[src/rtl/instr_writer_pkg.sv]
// Shared constants for the instruction writer: opcodes, request kinds, funct codes, FSM states.
package instr_writer_pkg;

  localparam logic [6:0] OP_LW    = 7'b0000011;
  localparam logic [6:0] OP_SW    = 7'b0100011;
  localparam logic [6:0] OP_RTYPE = 7'b0110011;
  localparam logic [6:0] OP_BEQ   = 7'b1100011;

  localparam logic [1:0] KIND_LW    = 2'b00;
  localparam logic [1:0] KIND_SW    = 2'b01;
  localparam logic [1:0] KIND_RTYPE = 2'b10;
  localparam logic [1:0] KIND_BEQ   = 2'b11;

  localparam logic [2:0] F3_LW  = 3'b010;
  localparam logic [2:0] F3_SW  = 3'b010;
  localparam logic [2:0] F3_BEQ = 3'b000;

  // R-type funct is {funct7[5], funct3}
  localparam logic [3:0] FUNCT_ADD = 4'b0000;
  localparam logic [3:0] FUNCT_SUB = 4'b1000;
  localparam logic [3:0] FUNCT_SLT = 4'b0010;
  localparam logic [3:0] FUNCT_OR  = 4'b0110;
  localparam logic [3:0] FUNCT_AND = 4'b0111;

  localparam logic [1:0] S_IDLE  = 2'd0;
  localparam logic [1:0] S_WRITE = 2'd1;
  localparam logic [1:0] S_FULL  = 2'd2;

  function automatic logic funct_supported(input logic [3:0] f);
    return (f == FUNCT_ADD) || (f == FUNCT_SUB) || (f == FUNCT_SLT) ||
           (f == FUNCT_OR)  || (f == FUNCT_AND);
  endfunction

endpackage

[src/rtl/instr_writer_if.sv]
// Request handshake and instruction-memory write bus of the instruction writer.
interface instr_writer_if #(parameter int ADDR_W = 6);
  logic              clear;
  logic              req_valid;
  logic              req_ready;
  logic [1:0]        req_kind;
  logic [3:0]        req_funct;
  logic [4:0]        req_rd;
  logic [4:0]        req_rs1;
  logic [4:0]        req_rs2;
  logic [11:0]       req_imm;
  logic              mem_we;
  logic [ADDR_W-1:0] mem_addr;
  logic [31:0]       mem_wdata;
  logic [ADDR_W:0]   count;
  logic              full;
  logic              err;

  modport master (
    output clear, req_valid, req_kind, req_funct, req_rd, req_rs1, req_rs2, req_imm,
    input  req_ready, mem_we, mem_addr, mem_wdata, count, full, err
  );

  modport slave (
    input  clear, req_valid, req_kind, req_funct, req_rd, req_rs1, req_rs2, req_imm,
    output req_ready, mem_we, mem_addr, mem_wdata, count, full, err
  );
endinterface

[src/rtl/instr_writer_encode.sv]
// Combinational assembly of lw/sw/R-type/beq fields into the 32-bit instruction word.
module instr_encode
  import instr_writer_pkg::*;
(
  input  logic [1:0]  kind_i,
  input  logic [3:0]  funct_i,
  input  logic [4:0]  rd_i,
  input  logic [4:0]  rs1_i,
  input  logic [4:0]  rs2_i,
  input  logic [11:0] imm_i,
  output logic [31:0] word_o
);
  always_comb begin
    word_o = '0;
    case (kind_i)
      KIND_LW:    word_o = {imm_i, rs1_i, F3_LW, rd_i, OP_LW};
      KIND_SW:    word_o = {imm_i[11:5], rs2_i, rs1_i, F3_SW, imm_i[4:0], OP_SW};
      KIND_RTYPE: word_o = {1'b0, funct_i[3], 5'b00000, rs2_i, rs1_i, funct_i[2:0], rd_i, OP_RTYPE};
      // imm holds branch offset[12:1], so imm[11] is offset[12]
      default:    word_o = {imm_i[11], imm_i[9:4], rs2_i, rs1_i, F3_BEQ, imm_i[3:0], imm_i[10], OP_BEQ};
    endcase
  end
endmodule

[src/rtl/instr_writer.sv]
// Program loader: accepts instruction requests, encodes them and writes consecutive imem words.
// Optional R-type funct legality check under INSTR_WRITER_CHECK_EN.
module instr_writer
  import instr_writer_pkg::*;
#(
  parameter int ADDR_W    = 6,
  parameter int BASE_ADDR = 0
) (
  input logic          clk,
  input logic          reset,
  instr_writer_if.slave bus
);
  localparam logic [ADDR_W:0]   CAP    = {1'b1, {ADDR_W{1'b0}}};
  localparam logic [ADDR_W-1:0] BASE_A = ADDR_W'(BASE_ADDR);

  logic [1:0]        state_q, state_d;
  logic [ADDR_W-1:0] ptr_q, ptr_d;
  logic [ADDR_W:0]   count_q, count_d;
  logic [31:0]       wdata_q, wdata_d;
  logic              bad_q, bad_d;
  logic [31:0]       enc_word;
  logic              accept, in_write, bad_req;

  instr_encode u_enc (
    .kind_i (bus.req_kind),
    .funct_i(bus.req_funct),
    .rd_i   (bus.req_rd),
    .rs1_i  (bus.req_rs1),
    .rs2_i  (bus.req_rs2),
    .imm_i  (bus.req_imm),
    .word_o (enc_word)
  );

  assign in_write = (state_q == S_WRITE);
  assign accept   = bus.req_valid & bus.req_ready;

`ifdef INSTR_WRITER_CHECK_EN
  assign bad_req  = (bus.req_kind == KIND_RTYPE) && !funct_supported(bus.req_funct);
  assign bus.err  = in_write & bad_q & ~bus.clear;
`else
  assign bad_req  = 1'b0;
  assign bus.err  = 1'b0;
`endif

  // clear outranks the handshake, so no accept is offered while it is high
  assign bus.req_ready = (state_q == S_IDLE) & ~reset & ~bus.clear;
  assign bus.mem_we    = in_write & ~bad_q & ~bus.clear;
  assign bus.mem_addr  = ptr_q;
  assign bus.mem_wdata = wdata_q;
  assign bus.count     = count_q;
  assign bus.full      = (state_q == S_FULL);

  always_comb begin
    state_d = state_q;
    ptr_d   = ptr_q;
    count_d = count_q;
    wdata_d = wdata_q;
    bad_d   = bad_q;
    if (bus.clear) begin
      state_d = S_IDLE;
      ptr_d   = BASE_A;
      count_d = '0;
      bad_d   = 1'b0;
    end else begin
      case (state_q)
        S_IDLE: if (accept) begin
          state_d = S_WRITE;
          bad_d   = bad_req;
          wdata_d = bad_req ? wdata_q : enc_word;
        end
        S_WRITE: begin
          state_d = S_IDLE;
          bad_d   = 1'b0;
          if (!bad_q) begin
            ptr_d   = ptr_q + 1'b1;
            count_d = count_q + 1'b1;
            if (count_q + 1'b1 == CAP) state_d = S_FULL;
          end
        end
        S_FULL:  state_d = S_FULL;
        default: state_d = S_IDLE;
      endcase
    end
  end

  always_ff @(posedge clk or posedge reset) begin
    if (reset) begin
      state_q <= S_IDLE;
      ptr_q   <= BASE_A;
      count_q <= '0;
      wdata_q <= '0;
      bad_q   <= 1'b0;
    end else begin
      state_q <= state_d;
      ptr_q   <= ptr_d;
      count_q <= count_d;
      wdata_q <= wdata_d;
      bad_q   <= bad_d;
    end
  end
endmodule

[src/flat_wrapper.sv]
// flat-port wrapper written by rule: the top's interface ports become plain ports
module instr_writer_flat import instr_writer_pkg::*;
#(
  parameter int ADDR_W    = 6,
  parameter int BASE_ADDR = 0
)
  (clk, reset, bus_clear, bus_req_valid, bus_req_kind, bus_req_funct, bus_req_rd, bus_req_rs1, bus_req_rs2, bus_req_imm, bus_req_ready, bus_mem_we, bus_mem_addr, bus_mem_wdata, bus_count, bus_full, bus_err);
  instr_writer_if #(.ADDR_W(ADDR_W)) bus_i ();
  input logic clk;
  input logic reset;
  input wire logic [$bits(bus_i.clear)-1:0] bus_clear;
  input wire logic [$bits(bus_i.req_valid)-1:0] bus_req_valid;
  input wire logic [$bits(bus_i.req_kind)-1:0] bus_req_kind;
  input wire logic [$bits(bus_i.req_funct)-1:0] bus_req_funct;
  input wire logic [$bits(bus_i.req_rd)-1:0] bus_req_rd;
  input wire logic [$bits(bus_i.req_rs1)-1:0] bus_req_rs1;
  input wire logic [$bits(bus_i.req_rs2)-1:0] bus_req_rs2;
  input wire logic [$bits(bus_i.req_imm)-1:0] bus_req_imm;
  output wire logic [$bits(bus_i.req_ready)-1:0] bus_req_ready;
  output wire logic [$bits(bus_i.mem_we)-1:0] bus_mem_we;
  output wire logic [$bits(bus_i.mem_addr)-1:0] bus_mem_addr;
  output wire logic [$bits(bus_i.mem_wdata)-1:0] bus_mem_wdata;
  output wire logic [$bits(bus_i.count)-1:0] bus_count;
  output wire logic [$bits(bus_i.full)-1:0] bus_full;
  output wire logic [$bits(bus_i.err)-1:0] bus_err;
  assign bus_i.clear = bus_clear;
  assign bus_i.req_valid = bus_req_valid;
  assign bus_i.req_kind = bus_req_kind;
  assign bus_i.req_funct = bus_req_funct;
  assign bus_i.req_rd = bus_req_rd;
  assign bus_i.req_rs1 = bus_req_rs1;
  assign bus_i.req_rs2 = bus_req_rs2;
  assign bus_i.req_imm = bus_req_imm;
  assign bus_req_ready = bus_i.req_ready;
  assign bus_mem_we = bus_i.mem_we;
  assign bus_mem_addr = bus_i.mem_addr;
  assign bus_mem_wdata = bus_i.mem_wdata;
  assign bus_count = bus_i.count;
  assign bus_full = bus_i.full;
  assign bus_err = bus_i.err;
  instr_writer #(.ADDR_W(ADDR_W), .BASE_ADDR(BASE_ADDR)) u_core (.clk(clk), .reset(reset), .bus(bus_i));
endmodule
[config.mk]
export PLATFORM = sky130hd
export DESIGN_NAME = instr_writer_flat
export DESIGN_NICKNAME = d
export VERILOG_FILES = /design/src/rtl/instr_writer_pkg.sv /design/src/rtl/instr_writer_if.sv /design/src/rtl/instr_writer_encode.sv /design/src/rtl/instr_writer.sv /design/src/flat_wrapper.sv
export SDC_FILE = /design/constraint.sdc
export NUM_CORES = 1
export LEC_CHECK = 0
export CAP_MARGIN = 20
export CELL_PAD_IN_SITES_DETAIL_PLACEMENT = 1
export CELL_PAD_IN_SITES_GLOBAL_PLACEMENT = 1
export CORE_MARGIN = 2
export CORE_UTILIZATION = 32
export DETAILED_ROUTE_END_ITERATION = 7
export PLACE_DENSITY = 0.89
export SETUP_SLACK_MARGIN = 0.05
export SLEW_MARGIN = 0
export SYNTH_ARGS = -nofsm -noshare
export SYNTH_HDL_FRONTEND = slang
export SYNTH_HIERARCHICAL = 1
export SYNTH_SLANG_ARGS = --single-unit
[constraint.sdc]
create_clock -name clk -period 1.5 [get_ports clk]
set_input_delay 0.225 -clock clk [delete_from_list [all_inputs] [get_ports clk]]
set_output_delay 0.225 -clock clk [all_outputs]
set_load 0.01 [all_outputs]
==> impl_metrics.toml <==
[sta]
min_period_ns = 1.63
fmax_ghz = 0.613
fin_crit_sh = 1.09
rsz0062_at_grt = "yes"
setup_violations = 33
clock_skew_ns = 0.0100
maxSlewViolCount = 0
fin_ws_ns = -0.131
finalHoldViolCount = 0
hold_slack_ns = 0.489

[clocking]
clkTransAtPathRegs_ns = 0.09
clock_latency_ns = 0.29
postCtsHoldBufs = 0
numCtsBuffers = 5
htree_levels = 2
cts_sinks = 47
cts_root_buf = "clkbuf_8"
cts_tree = "built"
clockBufferDepth = 2

[global_routing]
grt_usage = 0.172
grt_pass1_vias = 2224
grt_max_degree = 48
antenna_found_initial = 0
globalRoute.totalOverflow = 0
grt_pass1_wl_mm = 11.4

[floorplan]
num_rows = 32
core_area_um2 = 7610
io_pins = 86
die_w_um = 92.0
start_util = 0.326
die_height_um = 92.0
dieArea_um2 = 8460

[layout]
multi_input_area_um2 = 1210
final_common_cell = "dfrtp_1"
syn_to_final_growth_pct = 53.2
fin_area_um2 = 3790
final_cells = 411
mostFrequentLayoutCells = "dfrtp_1, clkdlybuf4s50_1, mux2_4"
diodes = 0
drive_gt1_frac = 0.311
num-fill-cells = 825
fin_nets = 349
ff_latch_area_um2 = 1180

[setup_path]
cpPeakStageDelay_ns = 0.42
cp_data_required_time_ns = 1.67
start_kind = "flop"
endpoint_kind = "flop"
path_max_fanout = 16
slowest_stage = "dfrtp_2"
worst-path-buf-inv = 2
critPathKind = "flop to flop"
crit_family = "simple AND/OR/NAND/NOR gates"
critical_path.cell_chain = "buf_6, nor4_4, nand2_4, buf_12, mux2_4"
arrival_ns = 1.80

[routing]
first_pass_iters = 4
first_iter_violations = 47
routed_via_density = 4.71
num_vias = 1935
drc = 0
wl_per_cell_um = 16.8
ant_nets = 0
routed_wl_mm = 6.91

[yosys]
syn_avg_cell_area_um2 = 12.1
netlist_area_um2 = 2480
ys_types = 36
yosysSeqAreaShare = 0.475
synth_top_area_cell = "dfrtp_1"
syn-instance-count = 205
yosys_warnings = 6
synthFlopType = "dfrtp_1"
async_flop_share = 1.00
synth_edf_count = 0
yosys-top-cells-area = "dfrtp_1, mux2_4, mux2_2"
synth_top_area_share = 0.475
yosys_register_bits = 47

[status]
violations = "setup timing"
status = "finished with violations"

[placement]
preCtsSetupSlack_ns = -0.342
port-buffer-count = 84
dp.cells = 390
routabilityCongestion = 0.840
hpwl_mm = 4.86
placed_cell_area_um2 = 3450

[pwr]
cellPowerDensity_nw_per_um2 = 893
cellLeakagePower_nw = 2.08
peakVddDrop_mv = 0.453

[worst_hold_path]
hold_class = "input pin to asynchronous set/reset pin"

[job]
drv_cap = 0
[routing by layer]
| metal | GRT usage | part of all wire | vias up | wire length, µm |
|---|---|---|---|---|
| met3 | 0.0435 | 0.059 | 10 | 409 |
| met5 | 0 | 0 | - | 0 |
| li1 | - | - | 892 | - |
| met1 | 0.190 | 0.39 | 967 | 2680 |
| met4 | 0.0398 | 0.013 | 0 | 92 |
| met2 | 0.327 | 0.54 | 66 | 3730 |
[through the flow]
step,util,setup TNS [ns],total power [mW]
detailed placement,0.454,-11.20,2.71
global route,0.499,-5.42,3.56
finish,0.499,-3.04,3.39
CTS,0.482,-2.72,3.47
global placement,0.454,-9.23,2.67
floorplan,-,0,2.11
[synthesized netlist by cell type, types with 2 or more instances]
cell type and instances:
a21oi_1 10, a22o_1 5, and2_1 3, buf_2 3
buf_4 11, buf_6 4, conb_1 3, dfrtp_1 47
ha_1 3, inv_1 6, mux2_2 8, mux2_4 29
mux2i_1 6, nand2_1 10, nand2b_1 2, nand3_1 2
nand4_1 2, nor2_1 17, nor2b_1 3, nor3_1 2
o21ai_0 5, or3_1 2, xnor2_1 4, xor2_1 6
[state kept, by name, summed over array words and instances (netlist names)]
signal                flops
u_core/bus.count          7
u_core/bus.mem_addr       6
u_core/state_q            2
u_core/bus.mem_wdata     32
[what timing repair did]
action | in CTS | in global routing
pin swaps | 5 | 10
setup buffers | 9 | 4
endpoints found under the setup margin | 63 | 63
gates resized for setup | 46 | 34
gates cloned | 2 | 0
[cells by family (layout without fill, tap and decap cells)]
family,Yosys count,after routing,synth area share
fa+ha+maj,3,3,0.0152
other cells,3,5,0.00455
compound gates,24,24,0.0616
buf+inv,25,127,0.0682
xor+xnor,10,10,0.0354
flops,47,47,0.475
simple gates,50,50,0.104
mux,43,43,0.236
[power by group]
part | total (mW) | switching [mW] | internal (mW) | leakage (nW)
clock | 0.770 | 0.407 | 0.362 | 0.0470
sequential | 1.57 | 0.113 | 1.46 | 0.584
combinational | 1.05 | 0.384 | 0.662 | 1.45
[worst reg2reg max path: cells and delay by family (launching register included)]
kind | cells | cell delay [ns]
AND/OR/NAND/NOR | 2 | 0.45
flip-flops | 1 | 0.42
buffers and inverters | 2 | 0.33
multiplexers | 1 | 0.32
[path summary, 6_finish.rpt]
path,depth (start not counted),start,endpoint,slack (ns)
setup reg to reg,5,u_core/state_q[1]$_DFFE_PP0P_,u_core/bus.mem_wdata[3]$_DFFE_PP0P_,-0.13
hold / removal,4,reset,u_core/bus.mem_wdata[25]$_DFFE_PP0P_,0.49
max in group asynchronous,4,reset,u_core/state_q[0]$_DFFE_PP0P_,0.75
setup / recovery,5,u_core/state_q[1]$_DFFE_PP0P_,u_core/bus.mem_wdata[3]$_DFFE_PP0P_,-0.13
min in group clk,1,u_core/bus.mem_wdata[27]$_DFFE_PP0P_,u_core/bus.mem_wdata[27]$_DFFE_PP0P_,0.51
hold reg to reg,1,u_core/bus.mem_wdata[27]$_DFFE_PP0P_,u_core/bus.mem_wdata[27]$_DFFE_PP0P_,0.51
[layout make-up]
| class | count | share of cell area |
|---|---|---|
| well taps | 102 | 0.0336 |
| clock buffers | 6 | 0.0218 |
| multi-input cells | 135 | 0.318 |
| repair buffers | 114 | 0.307 |
| clock inverters | 1 | 0.00132 |
| inverters | 6 | 0.00593 |
| flip-flops and latches | 47 | 0.312 |
(Power assumes the default switching activity.)
